## src/rtl/memory_read_unit.sv

```systemverilog
// rtl/memory_read_unit.sv - issues one MM2S read command and unpacks the returned 32-bit stream into bytes
// Length is checked against the request; surplus words are drained and flagged.
module memory_read_unit #(
  parameter int         BTT_WIDTH = 23,
  parameter logic [3:0] CMD_TAG   = 4'h0
) (
  input  logic                 clk,
  input  logic                 rst_n,
  input  logic                 start,
  input  logic [31:0]          startAddress,
  input  logic [BTT_WIDTH-1:0] byteCount,
  output logic                 busy,
  output logic                 done,
  output logic                 error,
  output logic [71:0]          commandData,
  output logic                 commandPulse,
  input  logic                 senderCommandReady,
  input  logic [31:0]          dataIn,
  input  logic                 dataInPulse,
  output logic                 dataInReady,
  input  logic                 lastData,
  input  logic [3:0]           keepData,
  output logic [7:0]           byteOut,
  output logic                 bytePulse,
  input  logic                 byteReady
);

  localparam logic [2:0] S_IDLE  = 3'd0;
  localparam logic [2:0] S_CMD   = 3'd1;
  localparam logic [2:0] S_RECV  = 3'd2;
  localparam logic [2:0] S_DRAIN = 3'd3;
  localparam logic [2:0] S_FIN   = 3'd4;

  logic [2:0]           state_q, state_d;
  logic [71:0]          cmd_q, cmd_d;
  logic [BTT_WIDTH-1:0] bc_q, bc_d;
  logic [BTT_WIDTH:0]   rx_q, rx_d;
  logic                 err_q, err_d;
  logic                 bufv_q, bufv_d;
  logic [31:0]          data_q, data_d;
  logic [3:0]           keep_q, keep_d;
  logic                 last_q, last_d;
  logic [1:0]           lane_q, lane_d;

  logic                 byte_hs, word_hs, final_byte, hit_count;
  logic [BTT_WIDTH:0]   rx_next;

  // keep is contiguous from lane 0, so the word ends at lane 3 or the first cleared lane
  assign final_byte = (lane_q == 2'd3) || !keep_q[lane_q + 2'd1];
  assign rx_next    = rx_q + 1'b1;
  assign hit_count  = (rx_next == {1'b0, bc_q});

  assign bytePulse    = (state_q == S_RECV) && bufv_q;
  assign byte_hs      = bytePulse && byteReady;
  assign dataInReady  = (state_q == S_DRAIN) ||
                        ((state_q == S_RECV) &&
                         (!bufv_q || (byte_hs && final_byte && !last_q && !hit_count)));
  assign word_hs      = dataInReady && dataInPulse;
  assign byteOut      = bytePulse ? data_q[{lane_q, 3'b000} +: 8] : 8'h00;
  assign commandPulse = (state_q == S_CMD);
  assign commandData  = cmd_q;
  assign busy         = (state_q != S_IDLE);
  assign done         = (state_q == S_FIN);
  assign error        = err_q;

  always_comb begin
    state_d = state_q;
    cmd_d   = cmd_q;
    bc_d    = bc_q;
    rx_d    = rx_q;
    err_d   = err_q;
    bufv_d  = bufv_q;
    data_d  = data_q;
    keep_d  = keep_q;
    last_d  = last_q;
    lane_d  = lane_q;
    case (state_q)
      S_IDLE: begin
        if (start) begin
          err_d = 1'b0;
          rx_d  = '0;
          bc_d  = byteCount;
          if (byteCount != '0) begin
            cmd_d                  = '0;
            cmd_d[BTT_WIDTH-1:0]   = byteCount;
            cmd_d[23]              = 1'b1;
            cmd_d[30]              = 1'b1;
            cmd_d[63:32]           = startAddress;
            cmd_d[67:64]           = CMD_TAG;
            state_d                = S_CMD;
          end else begin
            state_d = S_FIN;
          end
        end
      end
      S_CMD: begin
        if (senderCommandReady) state_d = S_RECV;
      end
      S_RECV: begin
        if (byte_hs) begin
          rx_d = rx_next;
          if (final_byte && last_q) begin
            err_d   = !hit_count;
            bufv_d  = 1'b0;
            state_d = S_FIN;
          end else if (hit_count) begin
            // request satisfied: surplus in a last word is an error, otherwise drain to last
            err_d   = err_q | last_q;
            bufv_d  = 1'b0;
            state_d = last_q ? S_FIN : S_DRAIN;
          end else if (final_byte) begin
            bufv_d = 1'b0;
          end else begin
            lane_d = lane_q + 2'd1;
          end
        end
        if (word_hs) begin
          data_d = dataIn;
          keep_d = keepData;
          last_d = lastData;
          lane_d = 2'd0;
          bufv_d = keepData[0];
          if (!keepData[0] && lastData) begin
            err_d   = 1'b1;
            state_d = S_FIN;
          end
        end
      end
      S_DRAIN: begin
        if (dataInPulse) begin
          if (keepData != 4'h0) err_d = 1'b1;
          if (lastData) state_d = S_FIN;
        end
      end
      S_FIN: begin
        bufv_d  = 1'b0;
        state_d = S_IDLE;
      end
      default: state_d = S_IDLE;
    endcase
  end

  always_ff @(posedge clk or negedge rst_n) begin
    if (!rst_n) begin
      state_q <= S_IDLE;
      cmd_q   <= '0;
      bc_q    <= '0;
      rx_q    <= '0;
      err_q   <= 1'b0;
      bufv_q  <= 1'b0;
      data_q  <= '0;
      keep_q  <= '0;
      last_q  <= 1'b0;
      lane_q  <= '0;
    end else begin
      state_q <= state_d;
      cmd_q   <= cmd_d;
      bc_q    <= bc_d;
      rx_q    <= rx_d;
      err_q   <= err_d;
      bufv_q  <= bufv_d;
      data_q  <= data_d;
      keep_q  <= keep_d;
      last_q  <= last_d;
      lane_q  <= lane_d;
    end
  end

endmodule
```

## config.mk

```make
export PLATFORM = sky130hd
export DESIGN_NAME = memory_read_unit
export DESIGN_NICKNAME = d
export VERILOG_FILES = /design/src/rtl/memory_read_unit.sv
export SDC_FILE = /design/constraint.sdc
export NUM_CORES = 1
export LEC_CHECK = 0
export CORE_MARGIN = 2
export CORE_UTILIZATION = 50
export DETAILED_ROUTE_END_ITERATION = 8
export GPL_ROUTABILITY_DRIVEN = 0
export PLACE_DENSITY = 0.81
export SETUP_SLACK_MARGIN = 0.4
export SLEW_MARGIN = 30
export SYNTH_ARGS = -nofsm -noshare
export SYNTH_HDL_FRONTEND = slang
export SYNTH_SLANG_ARGS = --single-unit
```

## constraint.sdc

```tcl
create_clock -name clk -period 3.9 [get_ports clk]
set_input_delay 0.78 -clock clk [delete_from_list [all_inputs] [get_ports clk]]
set_output_delay 0.78 -clock clk [all_outputs]
set_load 0.01 [all_outputs]
```

==> results_dict.tcl <==
set metrics [dict create \
    max_stage_delay_ns 0.43 \
    outcome "complete, no violations" \
    cpMaxStageDelayCell "or4_4" \
    rsz0062_at_grt "yes" \
    cts-root-buf "clkbuf_16" \
    avgViaCountPerCell 5.65 \
    dr_wl_met2_um 9520 \
    drtPass1Iterations 5 \
    final.setup.tns_ns 0 \
    synth_edf_count 0 \
    io_pins 184 \
    syn_to_final_growth_pct 36.4 \
    wl_um 19700 \
    cellPowerDensity_nw_per_um2 731 \
    n_fill_cell 1048 \
    avgSynthCellArea_um2 10.6 \
    clock_sinks 147 \
    drtIter0Drc 488 \
    worstHoldPathType "input pin to asynchronous set/reset pin" \
    io_buffers 168 \
    ys.flop_type "dfrtp_1" \
    synth_common_cells "dfrtp_1, nand2_1, mux2_2" \
    synth-async-reset-ratio_pct 100 \
    ys_seq_elements 147 \
    fmax_ghz 0.276 \
    synth_cells 698 \
    grt_antenna_before_repair 0 \
    crit_required_ns 3.12 \
    drc_errors 0 \
    wl_per_cell_um 18.1 \
    grt_pass1_vias 6215 \
    grt_max_degree 92 \
    peakVddDrop_mv 0.444 \
    cts_hold_buf 0 \
    fin_crit_sh_pct 93.0 \
    place_area_um2 9310 \
    synthTopCellsByArea "dfrtp_1, mux2_2, nand2_1" \
    finalMaxSlewViolations 0 \
    yosysWarnings 0 \
    cp-startpoint "rx_q[0]$_DFFE_PN0P_" \
    grt_overflow 0 \
    cts_buffer_depth 2 \
    utilization_pct 69.7 \
    grt_pass1_wl_um 32200 \
    clk_latency_ns 0.42 \
    num_rows 44 \
    worst_setup_path_start_kind "register" \
    die-area_um2 15800 \
    cts_buffers 17 \
    vias 6141 \
    end_kind "output pin" \
    wl_met1_um 7970 \
    yosysMostFrequentCell "dfrtp_1" \
    slew_headroom_pct 44.7 \
    reg2reg_from "rx_q[0]$_DFFE_PN0P_" \
    finalSetupViolCount 0 \
    worst_pin_slew_ns 0.829 \
    start_util_pct 51.1 \
    arrival_ns 2.85 \
    critPathKind "register to output pin" \
    yosysUniqueCellTypes 62 \
    synth-seq-area-share_pct 49.5 \
    syn_area_um2 7430 \
    final.setup.worst_slack_ns 0.272 \
    path_cells "nand4_1 > buf_4 > or4_4 > a221oi_2 > nand4_1 > a2111oi_4 > nand4_1 > nand2b_1 > a21oi_1 > buf_2" \
    drv_cap 0 \
    hold_viol_final 0 \
    drive_above_1_share_pct 20.7 \
    chipWidth_um 126 \
    finalWorstPathRequiredPeriod_ns 3.63 \
    ant_nets 0 \
    core-area_um2 14500 \
    synth_largest_area_cell "dfrtp_1" \
    n_antenna_cell 0 \
    topRoutingLayerUsed "met4" \
    clock_skew_ns 0.00579 \
    track_usage_pct 25.6 \
    fin_nets 990 \
    path_max_fanout 4 \
    dp_hpwl_um 13600 \
    cts_tree "built" \
    stdcell_area_um2 10100 \
    cpMostUsedCell "nand4_1" \
    met3_length_um 1700 \
    h-tree-depth 4 \
    synth_top_cell_area_share_pct 49.5 \
    ff2ff_setup_slack_ns 0.85 \
    place_ws_ns 0.150 \
    die_y_um 126 \
    path_clk_slew_ns 0.06 \
    total_leakage_power_uw 0.00445 \
]
[cell type report]
| cell class | count | area (um2) | area share (%) |
|---|---|---|---|
| Clock buffer | 21 | 460 | 4.55 |
| Clock inverter | 11 | 175 | 1.73 |
| Sequential cell | 147 | 3690 | 36.4 |
| Inverter | 8 | 30.0 | 0.296 |
| Multi-Input combinational cell | 504 | 3500 | 34.5 |
| Timing Repair Buffer | 212 | 2050 | 20.2 |
| Tap cell | 184 | 230 | 2.27 |
[layer usage]
metal,track usage [%],up-vias
met5,0,-
met4,9.95,0
met3,6.88,42
met2,41.1,303
met1,33.3,2959
li1,-,2837
[critical path: cells and delay by family, from the launching register on]
kind | cells | cell delay, ns
AO/OA/AOI/OAI | 3 | 0.65
buffers and inverters | 2 | 0.34
flip-flops | 1 | 0.40
AND/OR/NAND/NOR | 5 | 1.04
[cells in the final DEF (no fill, tap or decap), types with 5 or more instances in the layout]
cell type / count
clkdlybuf4s50_1: 166
nand2_1: 141
dfrtp_1: 140
mux2_2: 62
buf_4: 40
o21ai_0: 34
nor2_1: 21
xnor2_1: 18
clkbuf_16: 17
nand4_1: 16
o31ai_1: 16
a21oi_1: 16
nor2b_1: 15
conb_1: 15
xor2_1: 14
nand3_1: 12
nor3_1: 11
mux4_2: 9
nor4_1: 9
inv_1: 8
and3_1: 7
a31oi_1: 7
mux2_4: 7
dfrtp_2: 7
and2_1: 6
nand3b_1: 5
[worst paths after layout]
check                           depth (start not counted)                     endpoint
min in group clk                                        2  commandData[18]$_DFFE_PN0P_
max in group asynchronous                               2         rx_q[11]$_DFFE_PN0P_
worst min-delay path                                    1  commandData[56]$_DFFE_PN0P_
worst max register to register                         10       data_q[21]$_DFFE_PN0P_
worst min register to register                          2  commandData[18]$_DFFE_PN0P_
worst max-delay path                                   10                  dataInReady
[what timing repair did]
| action | in CTS | in global routing |
|---|---|---|
| buffers inserted | 16 | 0 |
| setup endpoints to repair | 1 | 10 |
| endpoints found under the hold margin | 0 | 0 |
| pin swaps | 9 | 7 |
| gates resized for setup | 16 | 6 |
| cloned | 0 | 0 |
[state kept, by name, indices dropped and copies added, names as in the netlist]
signal,count
lane_q,2
last_q,1
error,1
commandData,56
bc_q,23
keep_q,4
bufv_q,1
rx_q,24
state_q,3
data_q,32
[per-stage QoR]
stage	power (uW)	instances	hold WS [ns]
after global routing	7830	1087	0.493
after detailed placement	5590	1039	0.462
after global placement	5500	1039	0.458
final	7410	1087	0.432
after CTS	7420	1087	0.469
after floorplan	4300	712	0.458
[report_power, final]
part / internal (uW) / switching [uW]
Clock: 1110 / 640
Sequential: 2160 / 418
Combinational: 1670 / 1400
[kinds of logic (layout without fill, tap and decap cells)]
group                    count (synthesis)  in the layout  synth area share, %
multiplexers                            82             82                 14.1
buffers and inverters                   61            252                 4.89
flip-flops                             147            147                 49.5
XOR/XNOR                                32             32                 3.77
AND/OR/NAND/NOR                        274            274                 18.3
AO/OA/AOI/OAI                           99             99                 9.08
adder cells (fa/ha/maj)                  2              2                0.337
other                                    1             15               0.0505
Note: power is estimated with default switching activity, not from simulation.
